### src/rtl/bldc_motor_emu_ramp.sv
// rtl/bldc_motor_emu_ramp.sv - BLDC motor emulator: PWM duty measurement, inertial speed ramp, quadrature encoder
module bldc_motor_emu_ramp #(
  parameter int DATA_WIDTH = 16,
  parameter int PWM_PERIOD = 1000,
  parameter int ACCEL      = 100,
  parameter int ACC_WIDTH  = 16,
  parameter int CPR        = 400,
  parameter int POS_WIDTH  = 9
) (
  input  logic                  clk,
  input  logic                  reset_n,
  input  logic                  motor_positive,
  input  logic                  motor_negative,
  output logic                  encoder_a,
  output logic                  encoder_b,
  output logic                  encoder_z,
  output logic [POS_WIDTH-1:0]  position,
  output logic [DATA_WIDTH-1:0] speed,
  output logic                  direction,
  output logic                  fault,
  output logic                  window_done
);

  localparam logic [DATA_WIDTH-1:0] LAST_COUNT = DATA_WIDTH'(PWM_PERIOD - 1);
  localparam logic [DATA_WIDTH-1:0] ACCEL_STEP = DATA_WIDTH'(ACCEL);
  localparam logic [POS_WIDTH-1:0]  LAST_POS   = POS_WIDTH'(CPR - 1);
  localparam logic [POS_WIDTH-1:0]  POS_ONE    = POS_WIDTH'(1);

  // Measurement window state
  logic [DATA_WIDTH-1:0] win_cnt;
  logic [DATA_WIDTH-1:0] pos_ones;
  logic [DATA_WIDTH-1:0] neg_ones;
  logic                  both_seen;

  // Samples of the current cycle, folded into the totals so the closing cycle counts
  logic                  pos_only;
  logic                  neg_only;
  logic                  both_now;
  logic                  window_close;
  logic [DATA_WIDTH-1:0] pos_total;
  logic [DATA_WIDTH-1:0] neg_total;
  logic                  both_total;

  // Window-close decision
  logic                  fault_next;
  logic                  req_dir;
  logic [DATA_WIDTH-1:0] target;
  logic [DATA_WIDTH-1:0] ramp_speed;
  logic [DATA_WIDTH-1:0] brake_speed;
  logic [DATA_WIDTH-1:0] speed_next;
  logic                  dir_next;

  // Step generation and encoder
  logic [ACC_WIDTH-1:0]  acc;
  logic [ACC_WIDTH:0]    acc_sum;
  logic                  step;
  logic [POS_WIDTH-1:0]  pos_next;
  logic [1:0]            ab_next;

  assign pos_only     = motor_positive & ~motor_negative;
  assign neg_only     = motor_negative & ~motor_positive;
  assign both_now     = motor_positive & motor_negative;
  assign window_close = (win_cnt == LAST_COUNT);
  assign pos_total    = pos_ones + DATA_WIDTH'(pos_only);
  assign neg_total    = neg_ones + DATA_WIDTH'(neg_only);
  assign both_total   = both_seen | both_now;

  assign acc_sum = {1'b0, acc} + {1'b0, ACC_WIDTH'(speed)};
  assign step    = acc_sum[ACC_WIDTH];

  // Window counter and duty accumulation; everything restarts after the closing cycle
  always_ff @(posedge clk or negedge reset_n) begin
    if (!reset_n) begin
      win_cnt   <= '0;
      pos_ones  <= '0;
      neg_ones  <= '0;
      both_seen <= 1'b0;
    end else if (window_close) begin
      win_cnt   <= '0;
      pos_ones  <= '0;
      neg_ones  <= '0;
      both_seen <= 1'b0;
    end else begin
      win_cnt   <= win_cnt + DATA_WIDTH'(1);
      pos_ones  <= pos_total;
      neg_ones  <= neg_total;
      both_seen <= both_total;
    end
  end

  // Requested direction and target speed from the measured duty
  always_comb begin
    fault_next = fault | both_total;
    req_dir    = direction;
    target     = '0;
    if (fault_next) begin
      req_dir = direction;
      target  = '0;
    end else if ((pos_total >= neg_total) && (pos_total != '0)) begin
      req_dir = 1'b1;
      target  = pos_total;
    end else if (neg_total != '0) begin
      req_dir = 1'b0;
      target  = neg_total;
    end
  end

  // Acceleration-limited ramp; a reversal first brakes to zero before flipping direction
  always_comb begin
    ramp_speed = speed;
    if (target > speed) begin
      ramp_speed = ((target - speed) > ACCEL_STEP) ? (speed + ACCEL_STEP) : target;
    end else if (target < speed) begin
      ramp_speed = ((speed - target) > ACCEL_STEP) ? (speed - ACCEL_STEP) : target;
    end
    brake_speed = (speed > ACCEL_STEP) ? (speed - ACCEL_STEP) : '0;
    speed_next  = ramp_speed;
    dir_next    = direction;
    if (req_dir != direction) begin
      if (speed != '0) begin
        speed_next = brake_speed;
      end else begin
        dir_next = req_dir;
      end
    end
  end

  // Register window results; visible the cycle after close alongside window_done
  always_ff @(posedge clk or negedge reset_n) begin
    if (!reset_n) begin
      speed       <= '0;
      direction   <= 1'b1;
      fault       <= 1'b0;
      window_done <= 1'b0;
    end else begin
      window_done <= window_close;
      if (window_close) begin
        speed     <= speed_next;
        direction <= dir_next;
        fault     <= fault_next;
      end
    end
  end

  // Phase accumulator: carry-out rate is proportional to speed
  always_ff @(posedge clk or negedge reset_n) begin
    if (!reset_n) begin
      acc <= '0;
    end else begin
      acc <= acc_sum[ACC_WIDTH-1:0];
    end
  end

  // Next position and Gray-coded A/B for one step in the current (pre-update) direction
  always_comb begin
    pos_next = position;
    ab_next  = {encoder_a, encoder_b};
    if (step) begin
      if (direction) begin
        pos_next = (position == LAST_POS) ? '0 : (position + POS_ONE);
        ab_next  = {encoder_b, ~encoder_a};
      end else begin
        pos_next = (position == '0) ? LAST_POS : (position - POS_ONE);
        ab_next  = {~encoder_b, encoder_a};
      end
    end
  end

  // Encoder outputs; index tracks the registered position exactly
  always_ff @(posedge clk or negedge reset_n) begin
    if (!reset_n) begin
      position  <= '0;
      encoder_a <= 1'b0;
      encoder_b <= 1'b0;
      encoder_z <= 1'b1;
    end else begin
      position  <= pos_next;
      encoder_a <= ab_next[1];
      encoder_b <= ab_next[0];
      encoder_z <= (pos_next == '0);
    end
  end

endmodule

### config.mk
export PLATFORM = sky130hd
export DESIGN_NAME = bldc_motor_emu_ramp
export DESIGN_NICKNAME = d
export VERILOG_FILES = /design/src/rtl/bldc_motor_emu_ramp.sv
export SDC_FILE = /design/constraint.sdc
export NUM_CORES = 1
export LEC_CHECK = 0
export CAP_MARGIN = 20
export CELL_PAD_IN_SITES_DETAIL_PLACEMENT = 0
export CELL_PAD_IN_SITES_GLOBAL_PLACEMENT = 1
export CORE_UTILIZATION = 40
export DETAILED_ROUTE_END_ITERATION = 8
export PLACE_DENSITY_LB_ADDON = 0.1
export SLEW_MARGIN = 20
export SYNTH_ARGS = -nofsm -noshare
export SYNTH_HDL_FRONTEND = slang
export SYNTH_SLANG_ARGS = --single-unit
### constraint.sdc
create_clock -name clk -period 12.8 [get_ports clk]
set_clock_uncertainty 0.05 [all_clocks]
set_input_delay 3.84 -clock clk [delete_from_list [all_inputs] [get_ports clk]]
set_output_delay 3.84 -clock clk [all_outputs]
set_load 0.01 [all_outputs]
Word level (Yosys, flattened, before mapping):

Index checks and enable logic that the tools add are counted.

* register bits: 96
* input port bits: 4
* output and inout bits: 31
* logic and storage cells: 71

* add/sub/neg operators: 10
* $lt $le $gt $ge: 6
* equal/unequal tests: 3
* multiplexer cells: 22
* bitwise gates (word level): 10
* reduce and logical (&&, ||, !) cells: 7

Operators with widths (number)
* $mux 16: 13
* $gt 16x7->1 const B: 3
* $reduce_bool 16->1: 3
* $mux 9: 4
* $add 16x1->16: 2
* $sub 16x16->16: 2
* $logic_not 9->1: 2
* $add 16x16->17: 1
* $add 16x1->16 const B: 1
* $add 16x7->16 const B: 1
* $eq 16x10->1 const B: 1
* $ge 16x16->1: 1
* $gt 16x16->1: 1
* $lt 16x16->1: 1
* $sub 16x7->16 const B: 1
* $add 9x1->9 const B: 1
* $eq 9x9->1 const B: 1
* $sub 9x1->9 const B: 1
* $not 1->1: 5
* $mux 1: 4
* $and 1x1->1: 3
* $reduce_and 3->1: 1
* $mux 2: 1
* $or 1x1->1: 2
* other kinds (2): 2

Depth between registers and ports, before layout:

* word-level depth: 14
* mapped depth: 36
* depth with buffers taken out: 31

Worst setup path after synthesis:

Ideal clock, no wire load.

* path type: input-to-reg
* start: in motor_negative
* end: reg speed[10]
* setup time: 0.128 ns
* arrival time: 9.836 ns
* data required time: 12.622 ns
* path slack: 2.786 ns
* stages: 30
* buffers on the path: 2
* cells stage by stage: nor2b_1 -> ha_1 -> ha_1 -> nand3_1 -> nor2_1 -> nand4_1 -> xor2_1 -> ha_1 -> a21o_1 -> a2111oi_0 -> o21bai_1 -> a21o_1 -> o22a_1 -> buf_4 -> buf_2 -> mux2i_1 -> nor2_1 -> inv_1 -> ha_1 -> fa_1 -> nor2b_1 -> o31ai_1 -> or4_1 -> a311oi_2 -> o311ai_4 -> o21ai_4 -> nor2_2 -> and3_1 -> a2111oi_2 -> nor2_1

* longest elaborated chain between the ends: 14
* elaborated cells between the ends (all ways): 31
* those cells by class: 4 x add/sub; 5 x order compare; 1 x eq/ne; 12 x mux; 6 x bitwise; 3 x reduce/logical

RTL lines
* from (decl): RTL line 13 `input logic motor_negative,`
* $not 1->1: RTL line 60 `assign pos_only = motor_positive & ~motor_negative;`
* $and 1x1->1: RTL line 60
* $add 16x1->16: RTL line 64 `assign pos_total = pos_ones + DATA_WIDTH'(pos_only);`
* $ge 16x16->1 / $reduce_bool 16->1 (equally long branches): RTL line 99 `end else if ((pos_total >= neg_total) && (pos_total != '0)) begin`
* $logic_and 1x1->1: RTL line 99
* $mux 16: RTL line 99
* $mux 16: RTL line 96 `if (fault_next) begin`
* $sub 16x16->16: RTL line 114 `ramp_speed = ((speed - target) > ACCEL_STEP) ? (speed - ACCEL_STEP) : target;`
* $gt 16x7->1: RTL line 114
* $mux 16: RTL line 114
* $mux 16: RTL line 113 `end else if (target < speed) begin`
* $mux 16: RTL line 111 `if (target > speed) begin`
* $mux 16: RTL line 120 `if (speed != '0) begin`
* $mux 16 *: RTL line 119 `if (req_dir != direction) begin`
* to (signal assigned): RTL line 138 `speed <= speed_next;`
* to (decl): RTL line 18 `output logic [DATA_WIDTH-1:0] speed,`

Mark *: on every way between the ends. The rest lies on a longest branch, timed or not.
A chain may end at the register's enable or synchronous reset.

Final worst setup path:

* start: in motor_negative
* end: reg speed[15]

Same word-level chain as after synthesis.

==> flow_metrics.env <==
export IMPL_power_per_cell_area_mw_per_mm2=121.9
export IMPL_leakage_uw=0.004223
export IMPL_die_area_sq_mm=0.02323
export IMPL_stdcell_count=1430
export IMPL_grt_pass1_vias=7792
export IMPL_ir_drop_uv=81.97
export IMPL_die_w_microns=152.4
export IMPL_met3_usage_pct=2.844
export IMPL_clockBufferDepth=2
export IMPL_fmax_ghz=0.08631
export IMPL_cts_sinks=96
export IMPL_slew_headroom_pct=46.57
export IMPL_num_io_pins=35
export IMPL_worst_pin_slew_ns=0.7847
export IMPL_ys_warn_count=0
export IMPL_layout_common_cells="nor2_1, dfrtp_1, nand2_1"
export IMPL_gr_usage_met1_pct=32.91
export IMPL_syn_cell_area_sq_mm=0.009050
export IMPL_gp_congestion=0.8947
export IMPL_drt_iter0_markers=552
export IMPL_antenna_found_initial=0
export IMPL_violations="DRC"
export IMPL_vias=8312
export IMPL_synth_edf_count=0
export IMPL_layout_commonest_cell="nor2_1"
export IMPL_yosysTopAreaCell="dfrtp_1"
export IMPL_grt_usage_pct=23.64
export IMPL_numCtsBuffers=9
export IMPL_totalPowerFinal_uw=1198
export IMPL_grt_busiest_layer="met2"
export IMPL_synth_fp_nets=1230
export IMPL_hold_violations=0
export IMPL_cts_root_buf="clkbuf_16"
export IMPL_fin_setup_tns_ns=0
export IMPL_cts_clk_slew_worst_paths_ns=0.08
export IMPL_drc=1
export IMPL_grt_max_degree=64
export IMPL_totalWireLength_microns=26940
export IMPL_synth_seq_cells=96
export IMPL_postCtsSetupBuffers=0
export IMPL_postRouteAntennaNets=0
export IMPL_syn_inst=1149
export IMPL_synth_seq_area_share_pct=26.57
export IMPL_synth_area_leaders="dfrtp_1, ha_1, xnor2_1, nor2_1, a21oi_1"
export IMPL_grt_use_met2_pct=38.29
export IMPL_critical_path_max_stage_delay_ns=0.55
export IMPL_hpwl_microns=20590
export IMPL_viasPerCell=5.813
export IMPL_grt_ovfl_total=0
export IMPL_hold_path_class="flip-flop to flip-flop"
export IMPL_detail_route_wl_per_cell_microns=18.84
export IMPL_cts_resized=0
export IMPL_rows=54
export IMPL_crit_type="input pin to flip-flop"
export IMPL_rsz0062_at_grt="no"
export IMPL_cp_max_fo=21
export IMPL_cap_viol_max_count=0
export IMPL_fin_crit_ns=11.59
export IMPL_core_area_sq_mm=0.02203
export IMPL_synth_top_area_share_pct=25.99
export IMPL_cp_data_required_time_ns=13.00
export IMPL_startpoint_type="input pin"
export IMPL_dp_cells=1414
export IMPL_drtPass1Iterations=8
export IMPL_critPathSlowestCell="or4_1"
export IMPL_drive_gt1_share_pct=4.783
export IMPL_synth_main_ff_cell="dfrtp_1"
export IMPL_die_h_microns=152.4
export IMPL_htreeDepth=3
export IMPL_critPathArrivalTime_ns=11.78
export IMPL_numPortBuffers=34
export IMPL_ys_async_sr_fraction_pct=100.0
export IMPL_initial_core_util_pct=41.09
export IMPL_synth_area_per_cell_sq_um=7.876
export IMPL_status="finished, violations left"
export IMPL_crit_path_end_kind="flip-flop"
export IMPL_period_share_pct=90.52
export IMPL_syn2layout_area_growth_pct=8.544
export IMPL_synth_cell_type_count=87
export IMPL_insertion_delay_ns=0.37
export IMPL_fin_nets=1226
export IMPL_grt_pass1_wl_microns=43580
export IMPL_cpMostUsedCell="ha_1"
export IMPL_antenna_cells=0
export IMPL_setup_viol=0
export IMPL_cts_tree="yes"
export IMPL_drv_slew=0
export IMPL_cts_hold_buffers=0
kinds of logic after synthesis:
kind of cell	after synthesis	synth area share [%]
buffers and inverters	128	5.945
flip-flops	96	26.57
AND/OR/NAND/NOR	435	23.71
adder cells (fa/ha/maj)	77	10.81
XOR/XNOR	86	8.406
AO/OA/AOI/OAI	315	23.06
multiplexers	12	1.493
layout make-up:
| class | count | area (sq um) |
|---|---|---|
| inverters | 73 | 274.0 |
| repair buffers | 40 | 382.9 |
| multi-input cells | 925 | 6113 |
| clock buffers | 9 | 225.2 |
| fillers | 2275 | 12200 |
| clock inverters | 7 | 72.57 |
| well taps | 280 | 350.3 |
| flip-flops and latches | 96 | 2405 |
cell usage after synthesis (all sizes together), types with 7 or more instances:
cell type,instances
nor2,129
dfrtp,94
nand2,90
o21ai,86
a21oi,82
ha,75
inv,72
xnor2,60
nor3,41
nand3,38
clkbuf,31
xor2,26
buf,24
a31oi,19
nand4,19
nor2b,19
a21o,17
and3,17
and2,15
nand2b,14
nor4,14
o21a,11
or3,11
mux2i,10
o31ai,10
a2bb2oi,7
o2111ai,7
state kept, by name, summed over array words and instances, names as in the netlist:
name,flops
acc,16
both_seen,1
direction,1
encoder_a,1
encoder_b,1
encoder_z,1
fault,1
neg_ones,16
pos_ones,16
position,9
speed,16
win_cnt,16
window_done,1
metal layers:
| layer | vias up | wire [microns] |
|---|---|---|
| li1 | 4105 | - |
| met1 | 4008 | 12820 |
| met2 | 163 | 12710 |
| met3 | 36 | 838 |
| met4 | 0 | 569 |
| met5 | - | 0 |
where the power goes:
group | leakage, uW | switching (uW) | internal [uW] | total [uW]
combinational | 0.00289 | 272 | 221 | 493
clock | 0.000148 | 143 | 138 | 282
sequential | 0.00118 | 58.4 | 364 | 423
worst max-delay path, delay by kind of cell:
family	cells	cell delay (ns)
AOI/OAI and AO/OA	13	3.10
xor gates and xnor gates	1	0.28
adders and majority gates	4	1.31
buffers and inverters	2	0.57
and+or+nand+nor	9	2.66
through the flow:
step	cell area (sq um)	hold slack (ns)	setup WS, ns	util (%)
2_1_floorplan	9050	0.3829	2.786	-
3_3_place_gp	9525	0.4008	0.9242	43.25
3_5_place_dp	9525	0.4041	0.8355	43.25
4_1_cts	9823	0.4169	1.223	44.60
5_1_grt	9823	0.4365	0.3779	44.60
6_report	9823	0.4116	1.213	44.60
final timing paths:
check / from / to / cells after the start / slack [ns]
worst min-delay path: win_cnt[0]$_DFF_PN0_ / win_cnt[0]$_DFF_PN0_ / 1 / 0.41
worst min register to register: win_cnt[0]$_DFF_PN0_ / win_cnt[0]$_DFF_PN0_ / 1 / 0.41
worst max register to register: neg_ones[0]$_DFF_PN0_ / speed[15]$_DFFE_PN0P_ / 27 / 5.00
min in group asynchronous: reset_n / speed[11]$_DFFE_PN0P_ / 1 / 3.38
worst max-delay path: motor_negative / speed[15]$_DFFE_PN0P_ / 29 / 1.21
max in group asynchronous: reset_n / neg_ones[12]$_DFF_PN0_ / 2 / 8.14
No activity file was read; power rests on OpenSTA's default activity.
